--- src/rtl/cu_pkg.sv ---
// Shared encodings for the control sequencer: instruction classes, ALU/bus/pointer/memory
// selects and the FSM state enum.
package cu_pkg;

  typedef enum logic [2:0] {
    C_CTL = 3'b000,
    C_RST = 3'b001,
    C_INC = 3'b010,
    C_MOV = 3'b011,
    C_LD  = 3'b100,
    C_ST  = 3'b101,
    C_ALU = 3'b110,
    C_JMP = 3'b111
  } cls_e;

  localparam logic [4:0] CTL_NOP    = 5'd0;
  localparam logic [4:0] CTL_HALT   = 5'd1;
  localparam logic [4:0] CTL_RSTALL = 5'd2;

  localparam logic [2:0] ALU_NONE   = 3'd0;

  localparam logic [3:0] BS_AC      = 4'h0;
  localparam logic [3:0] BS_MEMOUT  = 4'h8;

  localparam logic [1:0] P_GSP      = 2'd0;
  localparam logic [1:0] P_RP       = 2'd1;
  localparam logic [1:0] P_CP       = 2'd2;
  localparam logic [1:0] P_STP      = 2'd3;

  localparam logic [1:0] MEM_IDLE   = 2'd0;
  localparam logic [1:0] MEM_READ   = 2'd1;
  localparam logic [1:0] MEM_WRITE  = 2'd2;

  typedef enum logic [3:0] {
    FETCH, FETCH_WB, DECODE, MEM, MEM_WB, ALU_WAIT, ALU_WB, EXEC, HALT, ERR
  } state_e;

endpackage

--- src/rtl/control_sequencer_if.sv ---
// Instruction/flag inputs and control-strobe outputs of the sequencer; master = sequencer side.
interface control_sequencer_if #(parameter int NREG = 14);
  logic [7:0]      ins;
  logic            z1, z2, mem_ack;
  logic [2:0]      alu_op;
  logic [3:0]      bus_sel;
  logic [1:0]      pctrl;
  logic [NREG-1:0] wrt_en, inc_en, rst_en;
  logic [1:0]      mem_ctrl;
  logic            halted, illegal, err;

  modport master (
    input  ins, z1, z2, mem_ack,
    output alu_op, bus_sel, pctrl, wrt_en, inc_en, rst_en, mem_ctrl, halted, illegal, err
  );

  modport slave (
    output ins, z1, z2, mem_ack,
    input  alu_op, bus_sel, pctrl, wrt_en, inc_en, rst_en, mem_ctrl, halted, illegal, err
  );
endinterface

--- src/rtl/cu_wait_counter.sv ---
// Loadable down-counter with zero flag; saturates at zero. Times both ALU latency and memory waits.
module cu_wait_counter #(
  parameter int CW = 4
) (
  input  logic          clk,
  input  logic          i_load,
  input  logic [CW-1:0] i_val,
  output logic          o_zero
);
  logic [CW-1:0] r_cnt;

  always_ff @(negedge clk) begin
    if (i_load)
      r_cnt <= i_val;
    else if (r_cnt != '0)
      r_cnt <= r_cnt - 1'b1;
  end

  assign o_zero = (r_cnt == '0);
endmodule

--- src/rtl/control_sequencer.sv ---
// Moore control sequencer: fetch/decode/execute FSM with registered strobes, falling-edge state.
// Optional memory timeout into a sticky ERR state when CU_MEM_TIMEOUT_EN is defined.
module control_sequencer
  import cu_pkg::*;
#(
  parameter int NREG    = 14,
  parameter int AC_IDX  = 13,
  parameter int PC_IDX  = 0,
  parameter int IR_IDX  = 1,
  parameter int RP_IDX  = 3,
  parameter int CP_IDX  = 4,
  parameter int ALU_LAT = 1,
  parameter int MEM_TO  = 15
) (
  input logic                 clk,
  input logic                 rst,
  control_sequencer_if.master bus
);
  localparam int CW = $clog2(((MEM_TO > ALU_LAT) ? MEM_TO : ALU_LAT) + 1);

  state_e          r_state, w_nxt;
  logic [7:0]      r_ins, w_ins;
  logic            r_taken, w_taken, w_bad, w_timeout, w_cnt_zero, w_cnt_load;
  logic [CW-1:0]   w_cnt_val;
  cls_e            w_cls;
  logic [4:0]      w_rd;
  logic [NREG-1:0] w_rd_oh;

  logic [2:0]      r_alu, w_alu;
  logic [3:0]      r_bs, w_bs;
  logic [1:0]      r_pc, w_pc, r_mem, w_mem;
  logic [NREG-1:0] r_wrt, w_wrt, r_inc, w_inc, r_rse, w_rse;
  logic            r_halt, w_halt, r_ill, w_ill;

  // The opcode is captured while leaving DECODE; outputs of the state being entered use it directly.
  assign w_ins   = (r_state == DECODE) ? bus.ins : r_ins;
  assign w_cls   = cls_e'(w_ins[7:5]);
  assign w_rd    = w_ins[4:0];
  assign w_rd_oh = {{(NREG-1){1'b0}}, 1'b1} << w_rd;

  always_comb begin
    w_bad   = 1'b0;
    w_taken = r_taken;
    case (w_cls)
      C_CTL:                     w_bad = (w_rd > CTL_RSTALL);
      C_RST, C_INC, C_MOV, C_LD: w_bad = ({27'd0, w_rd} >= 32'(NREG));
      C_JMP:                     w_bad = (w_ins[1:0] == 2'b11);
      default:                   w_bad = 1'b0;
    endcase
    if (r_state == DECODE) begin
      case (w_ins[1:0])
        2'b00:   w_taken = 1'b1;
        2'b01:   w_taken = bus.z1;
        2'b10:   w_taken = bus.z2;
        default: w_taken = 1'b0;
      endcase
    end
  end

  always_comb begin
    w_nxt = r_state;
    case (r_state)
      FETCH:    if (bus.mem_ack) w_nxt = FETCH_WB; else if (w_timeout) w_nxt = ERR;
      FETCH_WB: w_nxt = DECODE;
      DECODE: begin
        if (w_bad)                                 w_nxt = EXEC;
        else if (w_cls == C_CTL && w_rd == CTL_HALT) w_nxt = HALT;
        else if (w_cls == C_LD || w_cls == C_ST)   w_nxt = MEM;
        else if (w_cls == C_ALU)                   w_nxt = ALU_WAIT;
        else                                       w_nxt = EXEC;
      end
      MEM: begin
        if (bus.mem_ack)    w_nxt = (w_cls == C_LD) ? MEM_WB : FETCH;
        else if (w_timeout) w_nxt = ERR;
      end
      ALU_WAIT:                 if (w_cnt_zero) w_nxt = ALU_WB;
      MEM_WB, ALU_WB, EXEC:     w_nxt = FETCH;
      HALT, ERR:                w_nxt = r_state;
      default:                  w_nxt = FETCH;
    endcase
  end

  always_comb begin
    w_alu  = ALU_NONE;
    w_bs   = BS_AC;
    w_pc   = P_GSP;
    w_mem  = MEM_IDLE;
    w_wrt  = '0;
    w_inc  = '0;
    w_rse  = '0;
    w_halt = 1'b0;
    w_ill  = 1'b0;
    case (w_nxt)
      FETCH:    w_mem = MEM_READ;
      FETCH_WB: begin
        w_bs          = BS_MEMOUT;
        w_wrt[IR_IDX] = 1'b1;
        w_inc[PC_IDX] = 1'b1;
      end
      MEM: begin
        if (w_cls == C_LD) begin
          w_mem = MEM_READ;
          w_pc  = (w_rd == 5'(RP_IDX)) ? P_RP : (w_rd == 5'(CP_IDX)) ? P_CP : P_GSP;
        end else begin
          w_mem = MEM_WRITE;
          w_pc  = P_STP;
        end
      end
      MEM_WB: begin
        w_bs  = BS_MEMOUT;
        w_wrt = w_rd_oh;
      end
      ALU_WAIT: begin
        w_alu = w_ins[4:2];
        w_bs  = {2'b00, w_ins[1:0]};
      end
      ALU_WB:   w_wrt[AC_IDX] = 1'b1;
      EXEC: begin
        if (w_bad) w_ill = 1'b1;
        else begin
          case (w_cls)
            C_CTL: if (w_rd == CTL_RSTALL) begin
              w_rse         = '1;
              w_rse[PC_IDX] = 1'b0;
              w_rse[IR_IDX] = 1'b0;
            end
            C_RST: w_rse = w_rd_oh;
            C_INC: w_inc = w_rd_oh;
            C_MOV: w_wrt = w_rd_oh;
            C_JMP: if (w_taken) w_wrt[PC_IDX] = 1'b1; else w_inc[PC_IDX] = 1'b1;
            default: ;
          endcase
        end
      end
      HALT:     w_halt = 1'b1;
      default:  ;
    endcase
  end

  // Reset reloads the counter so the first fetch gets a full timeout window.
  assign w_cnt_load = rst || ((w_nxt != r_state) &&
                              (w_nxt == FETCH || w_nxt == MEM || w_nxt == ALU_WAIT));
  assign w_cnt_val  = (!rst && w_nxt == ALU_WAIT) ? CW'(ALU_LAT - 1) : CW'(MEM_TO - 1);

  cu_wait_counter #(.CW(CW)) u_wait (
    .clk    (clk),
    .i_load (w_cnt_load),
    .i_val  (w_cnt_val),
    .o_zero (w_cnt_zero)
  );

  always_ff @(negedge clk) begin
    if (rst) begin
      r_state <= FETCH;
      r_ins   <= '0;
      r_taken <= 1'b0;
      r_alu   <= ALU_NONE;
      r_bs    <= BS_AC;
      r_pc    <= P_GSP;
      r_mem   <= MEM_IDLE;
      r_wrt   <= '0;
      r_inc   <= '0;
      r_rse   <= '0;
      r_halt  <= 1'b0;
      r_ill   <= 1'b0;
    end else begin
      r_state <= w_nxt;
      r_ins   <= w_ins;
      r_taken <= w_taken;
      r_alu   <= w_alu;
      r_bs    <= w_bs;
      r_pc    <= w_pc;
      r_mem   <= w_mem;
      r_wrt   <= w_wrt;
      r_inc   <= w_inc;
      r_rse   <= w_rse;
      r_halt  <= w_halt;
      r_ill   <= w_ill;
    end
  end

`ifdef CU_MEM_TIMEOUT_EN
  logic r_err;
  always_ff @(negedge clk) begin
    if (rst) r_err <= 1'b0;
    else     r_err <= (w_nxt == ERR);
  end
  assign bus.err   = r_err;
  assign w_timeout = w_cnt_zero;
`else
  assign bus.err   = 1'b0;
  assign w_timeout = 1'b0;
`endif

  assign bus.alu_op   = r_alu;
  assign bus.bus_sel  = r_bs;
  assign bus.pctrl    = r_pc;
  assign bus.mem_ctrl = r_mem;
  assign bus.wrt_en   = r_wrt;
  assign bus.inc_en   = r_inc;
  assign bus.rst_en   = r_rse;
  assign bus.halted   = r_halt;
  assign bus.illegal  = r_ill;
endmodule
--- src/flat_wrapper.sv ---
// flat-port wrapper written by rule: the top's interface ports become plain ports
module control_sequencer_flat import cu_pkg::*;
#(
  parameter int NREG    = 14,
  parameter int AC_IDX  = 13,
  parameter int PC_IDX  = 0,
  parameter int IR_IDX  = 1,
  parameter int RP_IDX  = 3,
  parameter int CP_IDX  = 4,
  parameter int ALU_LAT = 1,
  parameter int MEM_TO  = 15
)
  (clk, rst, bus_ins, bus_z1, bus_z2, bus_mem_ack, bus_alu_op, bus_bus_sel, bus_pctrl, bus_wrt_en, bus_inc_en, bus_rst_en, bus_mem_ctrl, bus_halted, bus_illegal, bus_err);
  control_sequencer_if #(.NREG(NREG)) bus_i ();
  input logic clk;
  input logic rst;
  input wire logic [$bits(bus_i.ins)-1:0] bus_ins;
  input wire logic [$bits(bus_i.z1)-1:0] bus_z1;
  input wire logic [$bits(bus_i.z2)-1:0] bus_z2;
  input wire logic [$bits(bus_i.mem_ack)-1:0] bus_mem_ack;
  output wire logic [$bits(bus_i.alu_op)-1:0] bus_alu_op;
  output wire logic [$bits(bus_i.bus_sel)-1:0] bus_bus_sel;
  output wire logic [$bits(bus_i.pctrl)-1:0] bus_pctrl;
  output wire logic [$bits(bus_i.wrt_en)-1:0] bus_wrt_en;
  output wire logic [$bits(bus_i.inc_en)-1:0] bus_inc_en;
  output wire logic [$bits(bus_i.rst_en)-1:0] bus_rst_en;
  output wire logic [$bits(bus_i.mem_ctrl)-1:0] bus_mem_ctrl;
  output wire logic [$bits(bus_i.halted)-1:0] bus_halted;
  output wire logic [$bits(bus_i.illegal)-1:0] bus_illegal;
  output wire logic [$bits(bus_i.err)-1:0] bus_err;
  assign bus_i.ins = bus_ins;
  assign bus_i.z1 = bus_z1;
  assign bus_i.z2 = bus_z2;
  assign bus_i.mem_ack = bus_mem_ack;
  assign bus_alu_op = bus_i.alu_op;
  assign bus_bus_sel = bus_i.bus_sel;
  assign bus_pctrl = bus_i.pctrl;
  assign bus_wrt_en = bus_i.wrt_en;
  assign bus_inc_en = bus_i.inc_en;
  assign bus_rst_en = bus_i.rst_en;
  assign bus_mem_ctrl = bus_i.mem_ctrl;
  assign bus_halted = bus_i.halted;
  assign bus_illegal = bus_i.illegal;
  assign bus_err = bus_i.err;
  control_sequencer #(.NREG(NREG), .AC_IDX(AC_IDX), .PC_IDX(PC_IDX), .IR_IDX(IR_IDX), .RP_IDX(RP_IDX), .CP_IDX(CP_IDX), .ALU_LAT(ALU_LAT), .MEM_TO(MEM_TO)) u_core (.clk(clk), .rst(rst), .bus(bus_i));
endmodule
--- config.mk ---
export PLATFORM = sky130hd
export DESIGN_NAME = control_sequencer_flat
export DESIGN_NICKNAME = d
export VERILOG_FILES = /design/src/rtl/cu_pkg.sv /design/src/rtl/control_sequencer_if.sv /design/src/rtl/cu_wait_counter.sv /design/src/rtl/control_sequencer.sv /design/src/flat_wrapper.sv
export SDC_FILE = /design/constraint.sdc
export NUM_CORES = 1
export LEC_CHECK = 0
export CAP_MARGIN = 20
export CORE_UTILIZATION = 39
export CTS_CLUSTER_DIAMETER = 120
export CTS_CLUSTER_SIZE = 14
export DETAILED_ROUTE_END_ITERATION = 6
export PLACE_DENSITY = 0.62
export SYNTH_ARGS = -nofsm -noshare
export SYNTH_HDL_FRONTEND = slang
export SYNTH_SLANG_ARGS = --single-unit
--- constraint.sdc ---
create_clock -name clk -period 3.1 [get_ports clk]
set_input_delay 0.465 -clock clk [delete_from_list [all_inputs] [get_ports clk]]
set_output_delay 0.465 -clock clk [all_outputs]
set_load 0.02 [all_outputs]
Yosys cells after proc, flatten, opt, wreduce, memory -nomap -nowiden. Cells that the tools add are included.

Register bits after elaboration: 72. Logic and storage cells: 111.

Mux-type cells: 38. Reductions and logical operators: 23. Add/sub/neg operators: 1. Bitwise operators: 4. Equal/unequal tests: 28. $lt $le $gt $ge: 2. Shift-type cells: 1.

Operator list (number): 4-bit two-way mux (9); 14-bit two-way mux (2); 14-bit one-hot mux with 2 select lines (1); 4-bit one-hot mux with 6 select lines (1); 11-bit one-hot mux with 2 select lines (1); 4-bit by 3-bit equality test with 1-bit output (second input constant) (5); 1-bit by 5-bit << shifter with 14-bit output (first input constant) (1); 13-bit two-way mux (1); 3-bit equality test (second input constant) (4); 4-bit by 2-bit equality test with 1-bit output (second input constant) (3); 4-bit equality test (second input constant) (3); 4-bit logical NOT (3); 1-bit one-hot mux with 3 select lines (4); 5-bit by 2-bit equality test with 1-bit output (second input constant) (2); 2-bit two-way mux (5); 2-bit OR reduction (5); 4-bit by 1-bit equality test with 1-bit output (second input constant) (2); 8-bit two-way mux (1); 1-bit one-hot mux with 2 select lines (4); 4-bit one-hot mux with 2 select lines (1); 4-bit OR reduction (2); 3-bit by 2-bit equality test with 1-bit output (second input constant) (2); 1-bit two-way mux (6); 5-bit by 1-bit equality test with 1-bit output (second input constant) (1); 19 further kinds (28).

Longest topological paths before layout.
Depth after elaboration: 14. Mapped depth: 11. Depth with buffers taken out: 9.

Modules after synthesis. From an unflattened synthesis, not the netlist that was laid out.

Cell total of the unflattened synthesis: 366. Area total of the unflattened synthesis: 3245.6 um^2.

By module, submodules not included: control_sequencer (sequential area each 1341.3 um^2, cells an instance 345, instances 1, area each 3012.9 um^2); cu_wait_counter (sequential area each 120.1 um^2, cells an instance 21, instances 1, area each 232.7 um^2).

==> report_table.html <==
<table>
<tr><th>Metric</th><th>Value</th></tr>
<tr><th colspan="2">Timing</th></tr>
<tr><td>Clock Skews</td><td>around 0.031 ns</td></tr>
<tr><td>Number of failing setup endpoints in the final timing report</td><td>64</td></tr>
<tr><td>Unrepaired setup endpoints after global routing</td><td>yes</td></tr>
<tr><td>Worst-case hold slack</td><td>0.6114 ns</td></tr>
<tr><td>Worst rel slew slack</td><td>between 50% and 60%</td></tr>
<tr><td>Least-Margin Pin Slew</td><td>0.7157 ns</td></tr>
<tr><td>Number of hold violations in the final report</td><td>0</td></tr>
<tr><td>Count of final max-slew check failures</td><td>0</td></tr>
<tr><td>Minimum setup slack in the final design</td><td>-0.6231 ns</td></tr>
<tr><th colspan="2">CTS</th></tr>
<tr><td>Clock tree sinks</td><td>71</td></tr>
<tr><td># H-tree levels</td><td>3</td></tr>
<tr><td>Clock Path Buffers</td><td>2</td></tr>
<tr><td>Worst skew pair latency</td><td>approximately 0.42 ns</td></tr>
<tr><td>Post-CTS clock slew at the launch and capture registers of the worst setup and hold paths</td><td>roughly 0.030 ns</td></tr>
<tr><td>Cts-stage hold buffer count</td><td>0</td></tr>
<tr><td>Clock tree from TritonCTS</td><td>built</td></tr>
<tr><td>Inserted Clock Buffers</td><td>9</td></tr>
<tr><td>Library cell used as clock root buffer</td><td>clkbuf_8</td></tr>
<tr><th colspan="2">Worst setup path</th></tr>
<tr><td>CP max FO</td><td>4</td></tr>
<tr><td>Internal reg-to-reg setup slack</td><td>0.17 ns</td></tr>
<tr><td>Kind of start point of the critical path</td><td>input pin</td></tr>
<tr><td>Critical Path Sink Type</td><td>register</td></tr>
<tr><td>Data required time at the worst endpoint</td><td>1.65 ns</td></tr>
<tr><td>CP arrival</td><td>2.27 ns</td></tr>
<tr><td>Crit Path Class</td><td>in2reg</td></tr>
<tr><th colspan="2">Place</th></tr>
<tr><td>Dpl ws</td><td>-1.331 ns</td></tr>
<tr><td>Cell Count Post-Placement</td><td>557</td></tr>
<tr><td>Final weighted congestion in routability-driven placement</td><td>0.9114</td></tr>
<tr><td>Number of buffer cells added on primary ports</td><td>66</td></tr>
<tr><td>HPWL after detailed placement</td><td>around 6500 um</td></tr>
<tr><th colspan="2">Pwr</th></tr>
<tr><td>Combinational power share</td><td>roughly 25%</td></tr>
<tr><td>Total Power</td><td>2.689 mW</td></tr>
<tr><td>Static leakage power</td><td>2.751 nW</td></tr>
<tr><td>Switching portion of total power</td><td>36.92%</td></tr>
<tr><td>Net switching power figure</td><td>0.9927 mW</td></tr>
<tr><td>Power share of the clock group</td><td>38.5%</td></tr>
<tr><td>Power per unit of standard cell area</td><td>roughly 480 mW/mm^2</td></tr>
<tr><td>Cell-internal power</td><td>approximately 1.7 mW</td></tr>
<tr><td>Worst IR drop on VDD</td><td>approximately 300 uV</td></tr>
<tr><td>Sequential group share of total power</td><td>36.7%</td></tr>
<tr><th colspan="2">Drt</th></tr>
<tr><td>Number of vias in the routed layout</td><td>3,523</td></tr>
<tr><td>Final wirelength</td><td>10,820 um</td></tr>
<tr><td>Number of design-rule violations left by the first detailed-router iteration</td><td>about 110</td></tr>
<tr><td>Number of iterations in the first detailed-routing pass</td><td>4</td></tr>
<tr><td>Detailed-route DRC error count</td><td>0</td></tr>
<tr><td>Post-route antenna net violation count</td><td>0</td></tr>
<tr><td>Detail-routed net length per standard cell</td><td>16.13 um</td></tr>
<tr><td>Detail-routed via count per cell</td><td>between 5 and 6</td></tr>
<tr><th colspan="2">Layout</th></tr>
<tr><td>Area delta synth-&gt;final</td><td>86.31%</td></tr>
<tr><td>Total inserted antenna cells</td><td>0</td></tr>
<tr><td>Final Util</td><td>75.75%</td></tr>
<tr><td>Layout fillers</td><td>512</td></tr>
<tr><td>Footprint of the multi-input gates</td><td>just under 0.002 sq mm</td></tr>
<tr><td>Share of post-route cells with drive strength above 1</td><td>37.06%</td></tr>
<tr><td>Number of nets in the layout</td><td>581</td></tr>
<tr><td>Sequential cell area in the final layout</td><td>~0.0015 sq mm</td></tr>
<tr><td>Count of placed standard cells in the final layout, fillers left out</td><td>between 600 and 700</td></tr>
<tr><th colspan="2">Worst hold path</th></tr>
<tr><td>Class of the most critical hold timing path</td><td>reg2reg</td></tr>
<tr><th colspan="2">Yosys</th></tr>
<tr><td>Sequential fraction of the synthesis area</td><td>49.03%</td></tr>
<tr><td>Most used standard cells in the synthesized netlist</td><td>dfxtp_1 (67), nor2_1 (42), nand2_1 (36)</td></tr>
<tr><td>Average size of a mapped cell</td><td>8.923 sq um</td></tr>
<tr><td>Count of flip-flops with a built-in enable after synthesis</td><td>4</td></tr>
<tr><td>Area of the mapped netlist</td><td>0.002980 sq mm</td></tr>
<tr><td>Share of synthesized registers carrying an async set or reset</td><td>0%</td></tr>
<tr><td>Leading cell type by number of instances after synthesis</td><td>dfxtp_1</td></tr>
<tr><td>Unique cell type count in the Yosys netlist</td><td>55</td></tr>
<tr><td>Top cell type by total area after synthesis</td><td>dfxtp_1</td></tr>
<tr><td>Commonest register cell after synthesis</td><td>dfxtp_1</td></tr>
<tr><td>#FFs+latches synth</td><td>71</td></tr>
<tr><td>Fraction of post-synthesis cell area in the top cell type by area</td><td>a little under half</td></tr>
<tr><td>Top cells by area, synth</td><td>dfxtp_1 (45%), nor2_1 (5.3%), nor4_1 (4.8%)</td></tr>
<tr><td>Post-synthesis cell count</td><td>about 330</td></tr>
<tr><td>Yosys synthesis warning count</td><td>0</td></tr>
<tr><th colspan="2">Die</th></tr>
<tr><td>Placeable core region</td><td>0.007331 sq mm</td></tr>
<tr><td>Initial core utilization</td><td>40.66%</td></tr>
<tr><td>Die outline height</td><td>89.42 um</td></tr>
<tr><td>Top-level port count</td><td>roughly 70</td></tr>
<tr><td>Die width</td><td>89.42 um</td></tr>
<tr><td>Die Area</td><td>0.007996 sq mm</td></tr>
<tr><td>Placement row count</td><td>31</td></tr>
<tr><th colspan="2">Run status</th></tr>
<tr><td>Outcome</td><td>finished, violations left</td></tr>
<tr><td>Violations in the final reports</td><td>negative setup slack</td></tr>
<tr><th colspan="2">Global routing</th></tr>
<tr><td>Pin count of the biggest net entering global routing</td><td>25</td></tr>
<tr><td>Via count of the first global-routing pass</td><td>about 3,500</td></tr>
<tr><td>Wire length of the first global-routing pass</td><td>16,630 um</td></tr>
<tr><td>Grt total ovfl</td><td>0</td></tr>
<tr><td>GRT Util Overall</td><td>28.13%</td></tr>
<tr><td>Initial antenna violation count</td><td>0</td></tr>
<tr><th colspan="2">Job</th></tr>
<tr><td>Maxcap violations</td><td>0</td></tr>
</table>
registers in the layout (all words and copies together) (netlist names):
name	flops
u_core.r_taken	1
u_core.r_state	4
u_core.r_ins	8
u_core.bus.halted	1
u_core.bus.pctrl	2
u_core.bus.illegal	1
u_core.bus.rst_en	14
u_core.bus.alu_op	3
u_core.bus.bus_sel	3
u_core.u_wait.r_cnt	4
u_core.bus.inc_en	14
u_core.bus.mem_ctrl	2
u_core.bus.wrt_en	14
repair_timing:
action / 4_1_cts / 5_1_grt
cloned: 7 / 0
pin swaps: 40 / 19
setup endpoints to repair: 121 / 74
gates resized for setup: 173 / 42
hold endpoints to repair: 0 / 0
setup buffers: 21 / 13
cell families (layout without fill, tap and decap cells):
| logic type | count (synthesis) | count (layout) | synth area share, % |
|---|---|---|---|
| and+or+nand+nor | 154 | 156 | 26.20 |
| DFF | 71 | 71 | 49.03 |
| AOI/OAI and AO/OA | 65 | 65 | 15.79 |
| buffers and inverters | 32 | 267 | 4.996 |
| muxes | 8 | 8 | 2.855 |
| xor gates and xnor gates | 2 | 2 | 0.5878 |
| adders and majority gates | 1 | 1 | 0.4197 |
| other | 1 | 2 | 0.1258 |
worst max-delay path, cell delays in order:
cell	delay, ns
buf_8	0.10
or3_4	0.40
buf_6	0.14
nor3_4	0.28
buf_4	0.17
buf_6	0.09
o21bai_4	0.07
nor2_4	0.13
nor2_2	0.07
o211ai_1	0.18
buf_4	0.16
layout make-up:
| class | count | share of cell area (%) |
|---|---|---|
| multi-input cells | 234 | 34.99 |
| clock buffers | 9 | 2.231 |
| inverters | 7 | 0.4732 |
| clock inverters | 78 | 5.611 |
| well taps | 99 | 2.231 |
| repair buffers | 173 | 28.14 |
| flip-flops and latches | 71 | 26.32 |
per-stage QoR:
stage          instance area [sq um]  setup TNS (ns)
6_report                        5553          -26.20
5_1_grt                         5553          -30.98
4_1_cts                         5379          -24.40
3_5_place_dp                    4413          -73.14
3_3_place_gp                    4413          -71.17
2_1_floorplan                   3161          -31.36
cells in the final DEF, fill, tap and decap left out, types with 7 or more instances in the layout:
cell type | Yosys | final
clkdlybuf4s15_1 | 0 | 9
nor4_2 | 0 | 15
dlygate4sd2_1 | 0 | 45
mux2i_1 | 7 | 7
nor2_2 | 0 | 7
a21oi_1 | 9 | 8
o41ai_2 | 0 | 11
buf_12 | 0 | 7
clkbuf_8 | 0 | 9
buf_4 | 2 | 82
nand2_1 | 36 | 31
dfxtp_1 | 67 | 67
inv_1 | 8 | 79
nor2_1 | 42 | 31
buf_6 | 2 | 20
power by group through the flow:
stage	Clock, mW	Sequential [mW]	Combinational (mW)
finish	1.04	0.986	0.667
global route	1.18	0.987	0.710
CTS	1.03	0.985	0.612
detailed placement	0.141	0.999	0.497
global placement	0.141	0.997	0.492
floorplan	0.141	1.00	0.265
worst paths after layout:
kind | startpoint | to | depth (start not counted)
worst max register to register | u_core.r_state[3] | u_core.u_wait.r_cnt[3] | 9
worst min-delay path | u_core.r_taken | u_core.r_taken | 3
worst min register to register | u_core.r_taken | u_core.r_taken | 3
worst max-delay path | bus_ins[3] | u_core.u_wait.r_cnt[3] | 11
metal layers:
| metal | track usage, % | wire length [um] |
|---|---|---|
| met5 | 0 | 0 |
| met4 | 16.02 | 297 |
| met1 | 31.60 | 4431 |
| met2 | 46.36 | 5501 |
| met3 | 9.972 | 591 |
No activity file was read; power rests on OpenSTA's default activity.
